## src/rtl/timer_reg_if.sv

```systemverilog
// Bus-slave register block for the 8-bit timer counter: LOAD/CTRL/STATUS/COUNT registers,
// sticky interrupt-pending flag on interrupt-state entry, clear pulse and masked IRQ.
module timer_reg_if #(
    parameter int unsigned DATA_W    = 8,
    parameter int unsigned ADDR_W    = 3,
    parameter logic [1:0]  INT_STATE = 2'b10
) (
    input  logic              clk,
    input  logic              reset_n,
    input  logic              S_sel,
    input  logic              S_wr,
    input  logic [ADDR_W-1:0] S_addr,
    input  logic [DATA_W-1:0] S_din,
    output logic [DATA_W-1:0] S_dout,
    input  logic [1:0]        cnt_state_in,
    input  logic [DATA_W-1:0] cnt_value_in,
    output logic              CNT_EN,
    output logic              CNT_CON,
    output logic [DATA_W-1:0] LOAD_VALUE,
    output logic              int_clear,
    output logic              o_irq
);

    localparam logic [ADDR_W-1:0] ADDR_LOAD   = ADDR_W'(0);
    localparam logic [ADDR_W-1:0] ADDR_CTRL   = ADDR_W'(1);
    localparam logic [ADDR_W-1:0] ADDR_STATUS = ADDR_W'(2);
    localparam logic [ADDR_W-1:0] ADDR_COUNT  = ADDR_W'(3);

    logic [DATA_W-1:0] load_q;
    logic [DATA_W-1:0] count_q;
    logic [DATA_W-1:0] dout_q;
    logic [DATA_W-1:0] rdata;
    logic [2:0]        ctrl_q;
    logic [1:0]        state_q;
    logic              pending_q;
    logic              pending_d;
    logic              int_clear_q;
    logic              irq_q;
    logic              wr_en;
    logic              rd_en;
    logic              clr_req;
    logic              int_entry;

    assign wr_en     = S_sel & S_wr;
    assign rd_en     = S_sel & ~S_wr;
    assign clr_req   = wr_en && (S_addr == ADDR_STATUS) && S_din[0];
    assign int_entry = (state_q != INT_STATE) && (cnt_state_in == INT_STATE);

    always_comb begin
        rdata = '0;
        case (S_addr)
            ADDR_LOAD:   rdata = load_q;
            ADDR_CTRL:   rdata = DATA_W'(ctrl_q);
            ADDR_STATUS: rdata = DATA_W'({state_q, pending_q});
            ADDR_COUNT:  rdata = count_q;
            default:     rdata = '0;
        endcase
    end

    // Entry into the interrupt state beats a same-cycle software clear.
    always_comb begin
        pending_d = pending_q;
        if (int_entry) begin
            pending_d = 1'b1;
        end else if (clr_req) begin
            pending_d = 1'b0;
        end
    end

    always_ff @(posedge clk or negedge reset_n) begin
        if (!reset_n) begin
            load_q      <= '0;
            ctrl_q      <= '0;
            pending_q   <= 1'b0;
            state_q     <= '0;
            count_q     <= '0;
            dout_q      <= '0;
            int_clear_q <= 1'b0;
            irq_q       <= 1'b0;
        end else begin
            if (wr_en && (S_addr == ADDR_LOAD)) begin
                load_q <= S_din;
            end
            if (wr_en && (S_addr == ADDR_CTRL)) begin
                ctrl_q <= S_din[2:0];
            end
            pending_q   <= pending_d;
            state_q     <= cnt_state_in;
            count_q     <= cnt_value_in;
            dout_q      <= rd_en ? rdata : '0;
            int_clear_q <= clr_req;
            irq_q       <= pending_q & ctrl_q[2];
        end
    end

    assign S_dout     = dout_q;
    assign CNT_EN     = ctrl_q[0];
    assign CNT_CON    = ctrl_q[1];
    assign LOAD_VALUE = load_q;
    assign int_clear  = int_clear_q;
    assign o_irq      = irq_q;

endmodule

```

## config.mk

```make
export PLATFORM = sky130hd
export DESIGN_NAME = timer_reg_if
export DESIGN_NICKNAME = d
export VERILOG_FILES = /design/src/rtl/timer_reg_if.sv
export SDC_FILE = /design/constraint.sdc
export NUM_CORES = 1
export LEC_CHECK = 0
export CORE_AREA = 2 2 58 60
export CTS_BUF_LIST = sky130_fd_sc_hd__clkbuf_8
export DETAILED_ROUTE_END_ITERATION = 6
export DIE_AREA = 0 0 60 62
export PLACE_DENSITY = 0.75
export SYNTH_ARGS = -nofsm -noshare
export SYNTH_HDL_FRONTEND = slang
export SYNTH_SLANG_ARGS = --single-unit
```

## constraint.sdc

```tcl
create_clock -name clk -period 1.23 [get_ports clk]
set_clock_uncertainty 0.15 [all_clocks]
set_input_delay 0.123 -clock clk [delete_from_list [all_inputs] [get_ports clk]]
set_output_delay 0.123 -clock clk [all_outputs]
set_load 0.01 [all_outputs]
```

# == After elaboration in Yosys (flattened, before gate mapping) ==
# Index checks and enable logic that the tools add are counted.
# op_classes
n_addsub,0
multipliers,0
n_div,0
magnitude_cmp,0
n_eq_ne,5
shifts,0
muxes,4
bitwise,4
n_reduce_logical,7
# ops
op,n
8-bit case mux with 4 select lines,1
8-bit two-way mux,1
"3-bit by 2-bit == test with 1-bit output, second input constant",2
1-bit logical AND,5
1-bit AND,3
"3-bit by 1-bit == test with 1-bit output, second input constant",1
3-bit logical NOT,1
"2-bit == test, second input constant",1
1-bit two-way mux,2
"2-bit != test, second input constant",1
2-bit nonzero test,1
1-bit NOT,1
# word_totals
reg_bits,32
latchBits,0
ramBits,0
romBits,0
inputBits,25
memories,0

# == Depth between registers and ports, before layout ==
# depth
depth_word,5
mapped_depth,5

# == Worst setup path after synthesis ==
# Ideal clock, no wire load.
# synth_timing
path_kind,input to register
startpoint,input port S_addr[0]
endpoint,"register load_q[0], in the netlist LOAD_VALUE[0]"
arrival_ps,1095
setup_slack_ps,-140
stages,5
n_path_buf,2
path_cell_list,buf_6 > nor4bb_4 > and2b_1 > buf_6 > mux2_2
# synth_via
elab_chain_len,2
# synth_rtl
item,line_no,source
"start, declared",12,"input logic [ADDR_W-1:0] S_addr,"
3-bit logical NOT,81,if (wr_en && (S_addr == ADDR_LOAD)) begin
1-bit logical AND,81,
"end signal, assigned",82,load_q <= S_din;
"end, declared",29,logic [DATA_W-1:0] load_q;
# No other way between the ends.
# A chain may end at the register's enable or synchronous reset.

# == Worst setup path in the final report ==
# layout_timing
startpoint,register pending_q
endpoint,"register dout_q[0], in the netlist S_dout[0]"
# layout_via
elab_chain_len,2
# layout_rtl
item,line_no,source
"start, declared",35,logic pending_q;
"start signal, assigned",87,pending_q <= pending_d;
8-bit case mux with 4 select lines,51,case (S_addr)
8-bit two-way mux,90,dout_q <= rd_en ? rdata : '0;
"end signal, assigned",90,
"end, declared",31,logic [DATA_W-1:0] dout_q;
# No other way between the ends.

==> metrics.log <==
[metrics] GRT Overall Usage: around 15%
[metrics] Total Negative Setup Slacks: -0.128 ns
[metrics] I/O pin count: 45
[metrics] number of hold violations in the final report: 0
[metrics] transition time of the tightest slew-check pin: roughly 0.21 ns
[metrics] DRC Markers: 0
[metrics] overflow left after global routing: 0
[metrics] type of element launching the critical path: register
[metrics] clock tree from TritonCTS: built
[metrics] number of max-cap violations: 0
[metrics] global-route wire length before repair: 3950 µm
[metrics] Slowest-stage cell, CP: sky130_fd_sc_hd__mux4_2
[metrics] Die Y: roughly 62 µm
[metrics] logic gate share of total power: a little under a quarter
[metrics] maximum number of pins on one net before global-route repair: 33
[metrics] share of power burned in registers: 47.3%
[metrics] part of the total power dissipated in the clock network: between 20% and 30%
[metrics] maximum fanout along the worst path: 2
[metrics] category of cells accounting for the largest share of critical-path delay: multiplexers
[metrics] placeable core region: 0.00318 mm²
[metrics] Critical Path Max Stage Delay: approximately 0.48 ns
[metrics] first-iteration detailed-routing DRC count: between 40 and 50
[metrics] Critical Path AT: about 1.3 ns
[metrics] PnR worst setup slack: -0.0564 ns
[metrics] Worst path depth: 2
[metrics] Antenna Nets Post-Route: 0
[metrics] total clock buffers created by CTS: 5
[metrics] static leakage: a little over 0.0009 µW
[metrics] worst voltage drop across the vdd grid: ~0.0007 V
[metrics] data required time at the worst endpoint: between 1 and 1.5 ns
[metrics] distinct cell type count of the synthesized netlist: 19
[metrics] portion of the post-synthesis area used by sequential elements: around two thirds
[metrics] Routed WL: 2520 µm
[metrics] final-layout fill cell count: 271
[metrics] switching power: 618 µW
[metrics] post-layout power: roughly 2600 µW
[metrics] cell at the root of the clock tree: sky130_fd_sc_hd__clkbuf_8
[metrics] cell internal power dissipation: around 2000 µW
[metrics] latest clock arrival within the worst-skew pair: ~0.27 ns
[metrics] number of global-route vias before repair: between 800 and 900
[metrics] area grow syn2layout: 57.9%
[metrics] count of standard-cell rows: 21
[metrics] setup repair after global routing missed its margin: yes
[metrics] reg2reg path depth: 2
[metrics] Mean Syn Cell Area: 16.1 µm²
[metrics] diode count: 0
[metrics] number of sinks on the clock net: 32
[metrics] mean routed wirelength per cell: 13.6 µm
[metrics] number of levels the H-tree was split into: 2
[metrics] clock edge transition at the registers on the reported setup and hold paths: 0.06 ns
[metrics] cell area after synthesis: approximately 0.0012 mm²
[metrics] start-to-end type of the worst setup path: reg2reg
[metrics] Yosys reg bits: 32
[metrics] max-slew headroom at the worst pin: between 80 and 90%
[metrics] Syn Nets: 100
[metrics] highest achievable clock rate: 777 MHz
[metrics] final critical-path share of the clock period: 105%
[metrics] via count normalized by instance count: roughly 4.4
[metrics] via count: about 820
[metrics] cell area power density: approximately 1400 mW/mm²
[metrics] antenna violations before repair: 0
[metrics] Finished Core Util: 59.9%
[metrics] failing checks: setup timing
[metrics] switching fraction of total power: 23.5%
[metrics] share of post-route cells with drive strength above 1: about a third
[metrics] Buffers & Inverters on Critical Path: 0
[metrics] final cell count without fillers: 186
[metrics] Post-CTS Hold Fix Bufs: 0
[metrics] effective utilization at floorplan: 37.9%
[metrics] Sequential cell area: roughly 800 µm²
[metrics] number of placed instances, taps included: between 150 and 200
[metrics] maximum clock insertion buffer count: 2
[metrics] count of endpoints failing setup in the final report: 3
[metrics] WHS: 0.0558 ns
[metrics] number of pins with negative max-slew slack in the final report: 0
[metrics] post-layout min period: roughly 1.3 ns
[metrics] type of the worst min-delay path: in2async
[metrics] synthesized instance count: 75
[metrics] number of nets in the layout: between 150 and 200
[metrics] cells along the critical path: mux4_2 -> nor2b_4
[metrics] warning count from the yosys run: 0
[metrics] area of the multi-input gates: about 410 µm²
[metrics] run status: finished with violations
[metrics] floorplan die width: 60 µm
[metrics] estimated wirelength of the detail-placed design: about 1900 µm
[metrics] routability congestion estimate: around 0.83
[metrics] Port Buf Inserts: 44
[metrics] CP endpoint kind: register
[metrics] total die area: ~0.0037 mm²
[metrics] first-pass detailed-route iteration total: 4
[cell usage in the layout (no fill, tap or decap), types with 2 or more instances in the layout]
cell and count:
sky130_fd_sc_hd__dlygate4sd2_1 11, sky130_fd_sc_hd__clkdlybuf4s50_1 19, sky130_fd_sc_hd__mux2_2 3, sky130_fd_sc_hd__nor2b_1 2, sky130_fd_sc_hd__clkdlybuf4s15_1 9, sky130_fd_sc_hd__dfrtp_1 32
sky130_fd_sc_hd__mux4_2 3, sky130_fd_sc_hd__buf_2 3, sky130_fd_sc_hd__buf_4 14, sky130_fd_sc_hd__inv_1 3, sky130_fd_sc_hd__nor2_1 6, sky130_fd_sc_hd__mux2_4 8
sky130_fd_sc_hd__a22oi_1 5, sky130_fd_sc_hd__clkbuf_8 6, sky130_fd_sc_hd__clkbuf_2 2, sky130_fd_sc_hd__buf_12 2
[routing by layer]
layer	global-route usage [%]	share of wire, %
met5	0	0
met4	7.62	1.9
met3	2.48	3.5
met2	23.6	52
met1	20.0	42
[stage by stage]
stage	worst slack, ns	area (µm²)
final	-0.0564	1900
after global routing	-0.0763	1900
after CTS	-0.0449	1900
after detailed placement	-0.637	1820
after global placement	-0.618	1820
after floorplan	-0.117	1240
[power groups by stage]
| stage | Clock, µW | Sequential (µW) | Combinational [µW] |
|---|---|---|---|
| after global placement | 0 | 1260 | 616 |
| after detailed placement | 0 | 1260 | 630 |
| after global routing | 853 | 1260 | 658 |
| final | 771 | 1240 | 613 |
| after floorplan | 0 | 1300 | 189 |
| after CTS | 794 | 1240 | 606 |
[cell families (layout without fill, tap and decap cells)]
kind of cell / after synthesis / in the layout / synth area share [%]
flops: 32 / 32 / 66.4
compound gates: 6 / 6 / 3.53
simple gates: 19 / 19 / 10.8
buf+inv: 4 / 69 / 2.49
mux: 14 / 14 / 16.8
[worst paths after layout]
path / startpoint / slack (ns) / to
setup / recovery: pending_q / -0.06 / S_dout[0]
hold / removal: reset_n / 0.06 / count_q[2]
setup reg to reg: pending_q / -0.06 / S_dout[0]
hold reg to reg: count_q[7] / 0.35 / S_dout[7]
max in group asynchronous: reset_n / 0.70 / count_q[1]
min in group clk: S_addr[2] / 0.11 / int_clear
[flip-flops by register name, indices dropped and copies added (netlist names)]
name        cells
LOAD_VALUE      8
S_dout          8
count_q         8
ctrl_q          3
int_clear       1
o_irq           1
pending_q       1
state_q         2
[synth_stat cells]
master | instances | share of area [%]
sky130_fd_sc_hd__mux2_2 | 11 | 10
sky130_fd_sc_hd__or3b_2 | 1 | 0.73
sky130_fd_sc_hd__dfrtp_1 | 32 | 66
sky130_fd_sc_hd__a22oi_1 | 5 | 3.1
sky130_fd_sc_hd__nand3b_1 | 1 | 0.62
sky130_fd_sc_hd__and2b_1 | 1 | 0.62
sky130_fd_sc_hd__o21ai_0 | 1 | 0.41
sky130_fd_sc_hd__and3_2 | 1 | 0.62
sky130_fd_sc_hd__and2_2 | 1 | 0.62
sky130_fd_sc_hd__inv_1 | 1 | 0.31
sky130_fd_sc_hd__nor2b_1 | 3 | 1.6
sky130_fd_sc_hd__and2_1 | 1 | 0.52
sky130_fd_sc_hd__nor2_1 | 7 | 2.2
sky130_fd_sc_hd__nand2b_1 | 1 | 0.52
sky130_fd_sc_hd__buf_6 | 2 | 1.9
sky130_fd_sc_hd__mux4_1 | 3 | 6.5
sky130_fd_sc_hd__nor4bb_4 | 1 | 2.1
sky130_fd_sc_hd__clkbuf_1 | 1 | 0.31
sky130_fd_sc_hd__nand4b_1 | 1 | 0.73
[layout make-up]
class / count / area share [%]
timing repair buffer: 60 / 28.7
clock inverter: 2 / 0.394
sequential: 32 / 42.0
tap: 46 / 3.02
multi-input combinational: 39 / 21.3
inverter: 1 / 0.197
clock buffer: 6 / 4.34
[timing repair]
action / 4_1_cts / 5_1_grt
pin swaps: 1 / 0
setup buffers: 3 / 1
resized for setup: 46 / 8
endpoints found under the hold margin: 0 / 0
setup endpoints to repair: 39 / 17
[worst reg2reg max path, cell delays in order, from the launching register on]
cell	delay, ns
sky130_fd_sc_hd__dfrtp_1	0.41
sky130_fd_sc_hd__mux4_2	0.48
sky130_fd_sc_hd__nor2b_4	0.14
(Power assumes the default switching activity.)
